$ cat config.mk
export PLATFORM = sky130hd
export DESIGN_NAME = stepper_move_sequencer_flat
export DESIGN_NICKNAME = d
export VERILOG_FILES = /design/src/rtl/stepper_move_sequencer_if.sv /design/src/rtl/stepper_move_sequencer.sv /design/src/flat_wrapper.sv
export SDC_FILE = /design/constraint.sdc
export NUM_CORES = 1
export LEC_CHECK = 0
export ABC_AREA = 1
export ABC_CLOCK_PERIOD_IN_PS = 6400
export BUFFER_PORTS_ARGS = -buffer_cell sky130_fd_sc_hd__buf_4
export CAP_MARGIN = 20
export CELL_PAD_IN_SITES_DETAIL_PLACEMENT = 0
export CELL_PAD_IN_SITES_GLOBAL_PLACEMENT = 1
export CORE_MARGIN = 2
export CORE_UTILIZATION = 47
export DETAILED_ROUTE_END_ITERATION = 16
export PLACE_DENSITY = 0.89
export SLEW_MARGIN = 30
export SYNTH_ARGS = -nofsm -noshare
export SYNTH_HDL_FRONTEND = slang
export SYNTH_SLANG_ARGS = --single-unit
$ cat constraint.sdc
create_clock -name clock -period 6.4 [get_ports clock]
set_input_delay 1.28 -clock clock [delete_from_list [all_inputs] [get_ports clock]]
set_output_delay 1.28 -clock clock [all_outputs]
set_load 0.01 [all_outputs]
$ cat src/rtl/stepper_move_sequencer_if.sv
// Command channel between the CPU I/O decode and one stepper axis sequencer.
// The host drives target/valid/abort. The sequencer returns ready, which is high only while idle.
interface stepper_move_sequencer_if #(
  parameter int POS_W = 16
);
  logic             cmd_valid;
  logic             cmd_ready;
  logic [POS_W-1:0] cmd_target;
  logic             cmd_abort;

  modport master (output cmd_valid, output cmd_target, output cmd_abort, input  cmd_ready);
  modport slave  (input  cmd_valid, input  cmd_target, input  cmd_abort, output cmd_ready);
endinterface

$ cat src/rtl/stepper_move_sequencer.sv
// Unipolar stepper move sequencer.
// It accepts an absolute target and steps toward it once per divider tick.
// After arrival it holds the coils for a settle window, then pulses done.
// Build option HALF_STEP_EN: 8-entry half-step table instead of the 4-entry full-step table.
module stepper_move_sequencer #(
  parameter int CLK_DIV      = 160000,
  parameter int POS_W        = 16,
  parameter int SETTLE_TICKS = 8
) (
  input  logic                    clock,
  input  logic                    reset,
  stepper_move_sequencer_if.slave cmd,
  output logic [POS_W-1:0]        pos,
  output logic                    busy,
  output logic                    done,
  output logic [3:0]              coil
);

`ifdef HALF_STEP_EN
  localparam int PH_W = 3;
`else
  localparam int PH_W = 2;
`endif
  localparam int CNT_W = (CLK_DIV > 1) ? $clog2(CLK_DIV) : 1;
  localparam int STL_W = $clog2(SETTLE_TICKS + 1);
  localparam logic [CNT_W-1:0] CNT_MAX = CNT_W'(CLK_DIV - 1);
  localparam logic [STL_W-1:0] STL_MAX = STL_W'(SETTLE_TICKS - 1);

  typedef enum logic [1:0] {S_IDLE, S_MOVE, S_SETTLE} state_e;

  state_e           state_q, state_d;
  logic [POS_W-1:0] pos_q, pos_d;
  logic [POS_W-1:0] tgt_q, tgt_d;
  logic [CNT_W-1:0] cnt_q, cnt_d;
  logic [STL_W-1:0] stl_q, stl_d;
  logic [PH_W-1:0]  ph_q, ph_d;
  logic [3:0]       coil_q, coil_d;
  logic             busy_q, busy_d;
  logic             done_q, done_d;
  logic             rdy_q, rdy_d;
  logic             tick;

  // Coil pattern for a phase index, coil[3:0] written MSB first.
  function automatic logic [3:0] coil_pat(input logic [PH_W-1:0] ph);
`ifdef HALF_STEP_EN
    case (ph)
      3'd0:    coil_pat = 4'b1000;
      3'd1:    coil_pat = 4'b1100;
      3'd2:    coil_pat = 4'b0100;
      3'd3:    coil_pat = 4'b0110;
      3'd4:    coil_pat = 4'b0010;
      3'd5:    coil_pat = 4'b0011;
      3'd6:    coil_pat = 4'b0001;
      default: coil_pat = 4'b1001;
    endcase
`else
    case (ph)
      2'd0:    coil_pat = 4'b1100;
      2'd1:    coil_pat = 4'b0110;
      2'd2:    coil_pat = 4'b0011;
      default: coil_pat = 4'b1001;
    endcase
`endif
  endfunction

  assign tick = (cnt_q == CNT_MAX);

  // Next-state logic: handshake, stepping toward target, settle count, abort.
  always_comb begin
    state_d = state_q;
    pos_d   = pos_q;
    tgt_d   = tgt_q;
    cnt_d   = cnt_q;
    stl_d   = stl_q;
    ph_d    = ph_q;
    done_d  = 1'b0;
    case (state_q)
      S_IDLE: begin
        // Abort has no effect here; ready is high, so valid alone accepts.
        if (cmd.cmd_valid) begin
          state_d = S_MOVE;
          tgt_d   = cmd.cmd_target;
          cnt_d   = '0;
        end
      end
      S_MOVE: begin
        if (cmd.cmd_abort) begin
          // A tick on the same edge is dropped; pos and phase stay where they are.
          state_d = S_IDLE;
          tgt_d   = pos_q;
          cnt_d   = '0;
        end else begin
          cnt_d = tick ? '0 : cnt_q + 1'b1;
          if (tick) begin
            if (pos_q < tgt_q) begin
              pos_d = pos_q + 1'b1;
              ph_d  = ph_q + 1'b1;
            end else if (pos_q > tgt_q) begin
              pos_d = pos_q - 1'b1;
              ph_d  = ph_q - 1'b1;
            end else begin
              state_d = S_SETTLE;
              stl_d   = '0;
              cnt_d   = '0;
            end
          end
        end
      end
      S_SETTLE: begin
        if (cmd.cmd_abort) begin
          state_d = S_IDLE;
          tgt_d   = pos_q;
          cnt_d   = '0;
        end else begin
          cnt_d = tick ? '0 : cnt_q + 1'b1;
          if (tick) begin
            if (stl_q == STL_MAX) begin
              state_d = S_IDLE;
              done_d  = 1'b1;
              cnt_d   = '0;
            end else begin
              stl_d = stl_q + 1'b1;
            end
          end
        end
      end
      default: begin
        state_d = S_IDLE;
        cnt_d   = '0;
      end
    endcase
    // Outputs are registered from the next state, so they line up with the state register.
    busy_d = (state_d != S_IDLE);
    rdy_d  = (state_d == S_IDLE);
    coil_d = (state_d == S_IDLE) ? 4'b0000 : coil_pat(ph_d);
  end

  // State and output registers with synchronous reset.
  always_ff @(posedge clock) begin
    if (reset) begin
      state_q <= S_IDLE;
      pos_q   <= '0;
      tgt_q   <= '0;
      cnt_q   <= '0;
      stl_q   <= '0;
      ph_q    <= '0;
      coil_q  <= 4'b0000;
      busy_q  <= 1'b0;
      done_q  <= 1'b0;
      rdy_q   <= 1'b1;
    end else begin
      state_q <= state_d;
      pos_q   <= pos_d;
      tgt_q   <= tgt_d;
      cnt_q   <= cnt_d;
      stl_q   <= stl_d;
      ph_q    <= ph_d;
      coil_q  <= coil_d;
      busy_q  <= busy_d;
      done_q  <= done_d;
      rdy_q   <= rdy_d;
    end
  end

  assign cmd.cmd_ready = rdy_q;
  assign pos  = pos_q;
  assign busy = busy_q;
  assign done = done_q;
  assign coil = coil_q;

endmodule
$ cat src/flat_wrapper.sv
// flat-port wrapper written by rule: the top's interface ports become plain ports
module stepper_move_sequencer_flat 
#(
  parameter int CLK_DIV      = 160000,
  parameter int POS_W        = 16,
  parameter int SETTLE_TICKS = 8
)
  (clock, reset, pos, busy, done, coil, cmd_cmd_valid, cmd_cmd_target, cmd_cmd_abort, cmd_cmd_ready);
  stepper_move_sequencer_if #(.POS_W(POS_W)) cmd_i ();
  input  logic clock;
  input  logic reset;
  output logic [POS_W-1:0] pos;
  output logic busy;
  output logic done;
  output logic [3:0] coil;
  input wire logic [$bits(cmd_i.cmd_valid)-1:0] cmd_cmd_valid;
  input wire logic [$bits(cmd_i.cmd_target)-1:0] cmd_cmd_target;
  input wire logic [$bits(cmd_i.cmd_abort)-1:0] cmd_cmd_abort;
  output wire logic [$bits(cmd_i.cmd_ready)-1:0] cmd_cmd_ready;
  assign cmd_i.cmd_valid = cmd_cmd_valid;
  assign cmd_i.cmd_target = cmd_cmd_target;
  assign cmd_i.cmd_abort = cmd_cmd_abort;
  assign cmd_cmd_ready = cmd_i.cmd_ready;
  stepper_move_sequencer #(.CLK_DIV(CLK_DIV), .POS_W(POS_W), .SETTLE_TICKS(SETTLE_TICKS)) u_core (.clock(clock), .reset(reset), .cmd(cmd_i), .pos(pos), .busy(busy), .done(done), .coil(coil));
endmodule
## Word level (Yosys, flattened, before mapping)

Index checks and enable logic that the tools add are counted.

| word-level totals | value |
|---|---|
| word-level logic and storage cells | 88 |
| bits in registers | 65 |
| bits of input ports | 20 |

| operators by class | value |
|---|---|
| equality and inequality tests | 15 |
| add/subtract/negate cells | 6 |
| bitwise logic cells | 3 |
| magnitude comparators | 2 |
| reduce and logical (&&, ||, !) cells | 13 |
| muxes and demuxes | 39 |

Operators with widths:

| cell | number |
|---|---|
| $mux W18 | 9 |
| $mux W16 | 4 |
| $pmux W18 S3 | 1 |
| $pmux W16 S2 | 1 |
| $mux W4 | 7 |
| $mux W2 | 13 |
| $add A18 B1 Y18 const B | 1 |
| $eq A18 B18 Y1 const B | 1 |
| $add A16 B1 Y16 const B | 1 |
| $gt A16 B16 Y1 | 1 |
| $lt A16 B16 Y1 | 1 |
| $sub A16 B1 Y16 const B | 1 |
| $ne A2 B2 Y1 const B | 6 |
| $pmux W4 S3 | 1 |
| $pmux W4 S2 | 1 |
| $reduce_and A8 Y1 | 1 |
| $reduce_bool A2 Y1 | 4 |
| $logic_not A2 Y1 | 3 |
| $ne A2 B1 Y1 const B | 3 |
| $pmux W2 S3 | 1 |
| $add A4 B1 Y4 const B | 1 |
| $eq A2 B1 Y1 const B | 2 |
| $eq A2 B2 Y1 const B | 2 |
| $eq A4 B3 Y1 const B | 1 |
| other kinds (8) | 11 |

## Depth between registers and ports, before layout

Gate-level depths: netlist of run 1.

| logic depth | value |
|---|---|
| depth after elaboration | 8 |
| depth in mapped cells | 22 |

## Worst setup path after synthesis of run 1

Ideal clock, no wire load.

| path | value |
|---|---|
| path type | register to register |
| from | register u_core.pos_q[11] (netlist: u_core.pos[11]) |
| to | register u_core.pos_q[13] (netlist: u_core.pos[13]) |
| stages on the path, launching flop included | 16 |
| setup time | 0.121 ns |
| arrival | 2.590 ns |
| period minus slack after synthesis | 2.711 ns |
| slack | 3.689 ns |
| cells stage by stage | dfxtp_1 -> ha_1 -> a21oi_1 -> nand2_1 -> a21oi_4 -> nand2_4 -> ha_1 -> nand3_1 -> nand2_1 -> nand4_1 -> nand2_1 -> nand2_1 -> o21ai_0 -> nand2_1 -> a31oi_1 -> a21oi_1 |

| between the ends | value |
|---|---|
| word-level cells in the longest chain between the ends | 3 |
| elaborated cells between the ends (all ways) | 8 |
| classes of those cells | 2 x add/sub; 2 x order compare; 2 x mux; 2 x reduce/logical |

RTL lines:

| element | line | text |
|---|---|---|
| start, declared | stepper_move_sequencer.sv:32 | `logic [POS_W-1:0] pos_q, pos_d;` |
| start signal, assigned | stepper_move_sequencer.sv:153 | `pos_q <= pos_d;` |
| $sub A16 B1 Y16 (tied with other cells) | stepper_move_sequencer.sv:99 | `pos_d = pos_q - 1'b1;` |
| $mux W16 or $reduce_bool A2 Y1 (tied branches) | n/a |  |
| $mux W16 or $reduce_and A4 Y1 (tied branches) | n/a |  |

Several ways; a longest one is shown, not always the timed one. The select of a mux whose other input is x is not followed.
A chain may end at the register's enable or synchronous reset.

## Worst setup path after layout of run 1

| path | value |
|---|---|
| from | register u_core.pos_q[1] (netlist: u_core.pos[1]) |
| to | register u_core.pos_q[12] (netlist: u_core.pos[12]) |

Same word-level chain as after synthesis.

==> run summary, run 1 <==
Setup Viol. Count Final -> 0
initial antenna violation count -> 0
Gate Count Post-Synth -> 577
post-route cell area -> 4786 um^2
clock sinks -> 65
Synth top area share -> 31.28%
area post-placement -> 4557 um^2
YS warnings -> 0
DP Worst Slack -> 3.003 ns
HP Class -> reg -> reg
post-synth top area cell -> dfxtp_1
clk_skew -> 0.01026 ns
wl on met1 -> 4847 um
Final WS setup -> 3.233 ns
die span in x -> 98.08 um
Clock H-tree levels -> 3
vias in the first global route -> 3547
die area -> 9620 um^2
WHS -> 0.4725 ns
clock power share -> 42.4%
DRT Pass-1 Iters -> 7
gpl congestion -> 0.8716
number of synthesized flops with an enable pin -> 0
RSZ-0062 raised after global routing -> false
FMAX -> 0.3158 GHz
Int Pwr -> 0.6848 mW
Die Span Y -> 98.08 um
hold path startpoint -> u_core.tgt_q[0]
Post-Synth Adder-Cell Area -> 12.51%
Max FO, Critical Path -> 20
CTS clock-pin slew for the worst setup and hold paths -> 0.08 ns
CTS buffer count -> 9
Hold Path Depth -> 2
FF+latch count, synth -> 65
Worst-Skew Late Latency -> 0.35 ns
Worst R2R End -> u_core.pos[12]
WHS Endpoint -> u_core.tgt_q[0]
net switching power -> 0.2606 mW
Initial Utilization -> 48.17%
vias -> 3820
VDD IR max -> 0.00009694 V
Total Routing Usage GR -> 21.00%
TritonCTS clock tree -> yes
Post-Syn Area -> 4160 um^2
simple-gate share of the synthesized area -> 24.78%
Critical Path AT -> 3.41 ns
final core utilization -> 55.42%
final net count -> 677
largest net degree at the start of global routing -> 39
CTS max path bufs -> 2
final hold vios -> 0
DR WL met3 -> 419 um
DRT iter0 DRCs -> 153
clock root buffer -> clkbuf_8
reg-to-reg slack, setup -> 3.23 ns
HPWL Detailed -> 7230 um
R2R depth -> 19
setup TNS -> 0 ns
Detail Route met2 WL -> 4360 um
core area -> 8636 um^2
outcome -> finished clean
hold_buf cts -> 0
critical path class -> reg -> reg
postcts setup bufs -> 0
period utilization -> 49.48%
ANT cells -> 0
ys async rst share -> 0%
post-synthesis mux area share -> 0%
Top Metal Used -> met4
top_reg_cell synth -> dfxtp_1
via/cell ratio -> 5.240
WP data required -> 6.64 ns
layout cells sized above 1 -> 14.33%
Synth top cells by count -> nand2_1, inv_1, dfxtp_1, nor2_1, a21oi_1
startpoint types -> flip-flop
Logic pwr share -> 12.9%
switching share of power -> 27.57%
routed length per instance -> 13.45 um
area delta synth->final -> 15.04%
sequential area share after synthesis -> 31.28%
Reg2Reg Launch Point -> u_core.pos[1]
post-route antenna net violation count -> 0
MaxCap Viol Count -> 0
first-pass GRT wire length -> 16510 um
drt drc -> 0
Avg Inst Size Synth -> 7.210 um^2
Worst Max-Slew Pin Slew -> 0.8774 ns
xor and xnor area share after synthesis -> 3.759%
Ports -> 43
Pleak -> 2.225 nW
num rows -> 34
compound-cell area share of the yosys netlist -> 18.38%
largest cells by area after synthesis -> dfxtp_1, ha_1, nand2_1
total grt overflow -> 0
post-layout min period -> 3.167 ns
most common cell in the netlist -> nand2_1
fraction of power consumed by sequential logic -> 44.7%
Synth Net Count -> 638
PortBufs -> 42
power per cell area -> 197.6 nW/um^2
# resized after CTS -> 0
largest family of logic cells by synthesized area -> simple AND/OR/NAND/NOR gates
Slew Viols, Final -> 0
CP Capture Type -> flip-flop
wirelength, routed -> 9805 um
Max-slew headroom -> 41.29%
Unique masters post-synth -> 44
worst max path at each step:
stage | from | end
after floorplan | u_core.pos[11] | u_core.pos[13]
after global placement | cmd_cmd_valid | u_core.cnt_q[8]
after detailed placement | cmd_cmd_valid | u_core.cnt_q[8]
after CTS | u_core.pos[1] | u_core.pos[13]
after global routing | u_core.pos[1] | u_core.pos[13]
final | u_core.pos[1] | u_core.pos[12]
registers in the layout, indices dropped and copies added (netlist names):
signal                cells
u_core.busy               1
u_core.cmd.cmd_ready      1
u_core.cnt_q             18
u_core.coil               4
u_core.done               1
u_core.ph_q               2
u_core.pos               16
u_core.state_q            2
u_core.stl_q              4
u_core.tgt_q             16
through the flow:
| step | cells | total power, mW |
|---|---|---|
| CTS | 729 | 0.9520 |
| detailed placement | 713 | 0.5540 |
| global route | 729 | 0.9911 |
| finish | 729 | 0.9455 |
| floorplan | 577 | 0.5204 |
| global placement | 713 | 0.5512 |
critical path, cell delays in order, from the launching register on:
cell	delay, ns
dfxtp_1	0.49
ha_1	0.30
nand2_1	0.07
nand2_1	0.04
nand2_1	0.05
nand2_1	0.05
nand2_1	0.06
nand2_1	0.06
nand2_2	0.11
nand2_4	0.19
ha_1	0.44
nand3_1	0.10
nand2_1	0.08
nand2_1	0.08
a21oi_1	0.36
a21o_1	0.21
nand2_1	0.06
nand2_1	0.07
xor2_1	0.15
a21oi_1	0.08
kinds of logic after synthesis:
logic type                 after synthesis
and+or+nand+nor                        228
AOI/OAI and AO/OA                      125
buffers and inverters                  101
DFF                                     65
adders and majority gates               41
xor gates and xnor gates                17
routing by layer:
| metal | track usage (%) | vias up |
|---|---|---|
| met1 | 29.10 | 1741 |
| met2 | 32.35 | 64 |
| met3 | 4.152 | 15 |
| met4 | 8.120 | 0 |
| li1 | - | 2000 |
| met5 | 0 | - |
cell usage in the layout, fill, tap and decap left out, types with 12 or more instances in the layout:
cell / instances
xor2_1: 12
inv_1: 82
nor3_1: 12
o21ai_0: 20
ha_1: 40
buf_4: 43
nor2_1: 53
a211oi_1: 35
dfxtp_1: 65
nand3_1: 16
a21oi_1: 51
nand2_1: 112
power by group through the flow:
| stage | logic, mW | registers (mW) | clock network, mW |
|---|---|---|---|
| 6_report | 0.122 | 0.422 | 0.401 |
| 5_1_grt | 0.138 | 0.424 | 0.429 |
| 4_1_cts | 0.123 | 0.422 | 0.407 |
| 3_5_place_dp | 0.122 | 0.432 | 0 |
| 3_3_place_gp | 0.119 | 0.432 | 0 |
| 2_1_floorplan | 0.0882 | 0.432 | 0 |
layout make-up:
| class | count | area (um^2) |
|---|---|---|
| timing repair buffer | 43 | 322.8 |
| clock inverter | 7 | 102.6 |
| clock buffer | 9 | 123.9 |
| sequential | 65 | 1301 |
| inverter | 86 | 325.3 |
| fill | 833 | 3850 |
| multi-input combinational | 411 | 2475 |
| tap | 108 | 135.1 |
(Power assumes the default switching activity.)
==> run 2: changes to the inputs <==
--- a/config.mk
+++ b/config.mk
@@ -6,15 +6,15 @@
 export NUM_CORES = 1
 export LEC_CHECK = 0
 export ABC_AREA = 1
-export ABC_CLOCK_PERIOD_IN_PS = 6400
+export ABC_CLOCK_PERIOD_IN_PS = 2900
 export BUFFER_PORTS_ARGS = -buffer_cell sky130_fd_sc_hd__buf_4
 export CAP_MARGIN = 20
 export CELL_PAD_IN_SITES_DETAIL_PLACEMENT = 0
 export CELL_PAD_IN_SITES_GLOBAL_PLACEMENT = 1
 export CORE_MARGIN = 2
-export CORE_UTILIZATION = 47
+export CORE_UTILIZATION = 39
 export DETAILED_ROUTE_END_ITERATION = 16
-export PLACE_DENSITY = 0.89
+export PLACE_DENSITY = 0.79
 export SLEW_MARGIN = 30
 export SYNTH_ARGS = -nofsm -noshare
 export SYNTH_HDL_FRONTEND = slang
==> constraint.sdc (replaced) <==
create_clock -name clock -period 2.9 [get_ports clock]
set_input_delay 0.58 -clock clock [delete_from_list [all_inputs] [get_ports clock]]
set_output_delay 0.58 -clock clock [all_outputs]
set_load 0.01 [all_outputs]
==> run summary, run 2 (synthesis gave the netlist of run 1 again) <==
most frequent cells in the layout -> nand2_1, inv_1, buf_4
Finished Layout Cells -> 794
post-route cell area -> 5321 um^2
CTS max path bufs -> 2
PortBufs -> 42
CP Capture Type -> flip-flop
ANT cells -> 0
Setup Viol. Count Final -> 0
Reg with most FFs -> u_core.cnt_q
post-route antenna net violation count -> 0
drt drc -> 0
Slew Viols, Final -> 0
wirelength, routed -> 10870 um
Worst-Skew Late Latency -> 0.34 ns
area post-placement -> 4795 um^2
clock power share -> 39.1%
DRT Pass-1 Iters -> 4
HP Class -> reg -> reg
Worst Max-Slew Pin Slew -> 0.7209 ns
fraction of power consumed by sequential logic -> 45.5%
via/cell ratio -> 4.965
Max-slew headroom -> 51.43%
final hold vios -> 0
total grt overflow -> 0
clock root buffer -> clkbuf_8
Pleak -> 2.434 nW
Logic pwr share -> 15.5%
Max FO, Critical Path -> 8
die span in x -> 107.3 um
initial antenna violation count -> 0
FMAX -> 0.3639 GHz
critical path class -> reg -> reg
clk_skew -> 0.009416 ns
CTS buffer count -> 9
die area -> 11510 um^2
layout cells sized above 1 -> 23.71%
HPWL Detailed -> 7883 um
WP data required -> 3.13 ns
hold path startpoint -> u_core.cnt_q[6]
routed length per instance -> 13.69 um
area delta synth->final -> 27.91%
Die Span Y -> 107.3 um
first-pass GRT wire length -> 17420 um
Hold Path Depth -> 2
WHS Endpoint -> u_core.cnt_q[6]
Clock H-tree levels -> 3
post-layout min period -> 2.748 ns
R2R depth -> 19
reg-to-reg slack, setup -> 0.15 ns
Total Routing Usage GR -> 18.93%
hold_buf cts -> 0
Ports -> 43
max reg flops -> 18
dpl cells -> 768
startpoint types -> flip-flop
Reg2Reg Launch Point -> u_core.tgt_q[9]
MaxCap Viol Count -> 0
num rows -> 37
Initial Utilization -> 40.30%
power per cell area -> 386.0 nW/um^2
final net count -> 714
CTS clock-pin slew for the worst setup and hold paths -> 0.08 ns
gpl congestion -> 0.8381
net switching power -> 0.5664 mW
vias in the first global route -> 3677
Int Pwr -> 1.487 mW
core area -> 10320 um^2
most common cell after layout, fill and taps aside -> nand2_1
TritonCTS clock tree -> yes
vias -> 3942
setup TNS -> 0 ns
switching share of power -> 27.58%
Worst R2R End -> u_core.pos[12]
outcome -> finished clean
VDD IR max -> 0.0001983 V
Critical Path AT -> 2.98 ns
final core utilization -> 51.55%
period utilization -> 94.76%
DRT iter0 DRCs -> 296
clock sinks -> 65
largest net degree at the start of global routing -> 39
==> run 2: changes by cell type in the layout (fill, tap and decap cells not counted), moves of 3 or more <==
cell and delta:
inv_1 -3, nand2_2 +5, nand2_1 -6, a21oi_1 -7
ha_4 +10, a21oi_2 +6, buf_4 +33, inv_2 +3
ha_1 -10, o21ai_0 -3
==> run 2: power by group through the flow <==
stage / combinational (mW) / clock, mW / sequential (mW)
2_1_floorplan: 0.195 / 0 / 0.954
3_3_place_gp: 0.278 / 0 / 0.952
3_5_place_dp: 0.283 / 0 / 0.954
4_1_cts: 0.286 / 0.823 / 0.933
5_1_grt: 0.357 / 0.861 / 0.936
6_report: 0.318 / 0.803 / 0.934
==> run 2: worst max-delay path by stage <==
stage	startpoint	endpoint	slack [ns]	cells past startpoint
after floorplan	u_core.pos[11]	u_core.pos[13]	0.19	15
after global placement	u_core.tgt_q[1]	u_core.pos[12]	-0.04	20
after detailed placement	u_core.tgt_q[1]	u_core.pos[12]	-0.11	20
after CTS	u_core.tgt_q[11]	u_core.pos[12]	0.006	16
after global routing	u_core.tgt_q[13]	u_core.pos[12]	-0.04	18
final	u_core.tgt_q[9]	u_core.pos[12]	0.15	19
==> run 2: critical path: stages, from the launching register on <==
cell and delay, ns:
dfxtp_1 0.31, inv_1 0.10, ha_4 0.21, nand2_1 0.06, nand2_1 0.05, nand3_1 0.07
nand2_2 0.07, a21oi_4 0.21, buf_12 0.15, nand2_8 0.09, ha_4 0.30, nand3_1 0.09
nand2_2 0.08, nand2_2 0.07, a21oi_4 0.18, a21o_1 0.17, nand2_1 0.06, nand2_1 0.07
xor2_1 0.19, a21oi_1 0.09
==> run 2: timing repair <==
item | in CTS | in global routing
gates cloned | 0 | 2
setup endpoints to repair | 3 | 11
setup buffers | 0 | 8
gates resized for setup | 2 | 40
pin swaps | 0 | 17
==> run 2: through the flow <==
step                hold WS, ns  power (mW)  setup slack (ns)
finish                   0.4705       2.054            0.1518
global route             0.4922       2.154          -0.03877
CTS                      0.4734       2.042          0.005571
detailed placement       0.4588       1.236           -0.1124
global placement         0.4555       1.230          -0.04184
floorplan                0.4409       1.148            0.1886
==> run 2: cell type report <==
type / count / area [um^2]
Inverter: 86 / 325.3
Timing Repair Buffer: 78 / 601.8
Clock buffer: 12 / 155.1
Sequential cell: 65 / 1301
Clock inverter: 4 / 51.30
Fill cell: 1010 / 5002
Multi-Input combinational cell: 413 / 2716
Tap cell: 136 / 170.2
==> run 2: routing by layer <==
metal  vias to the layer above  track usage [%]  wire (um)
met4                         0            6.494         96
li1                       2076                -          -
met3                         5            3.087        428
met5                         -                0          0
met2                        66            29.39       5020
met1                      1795            26.58       5328
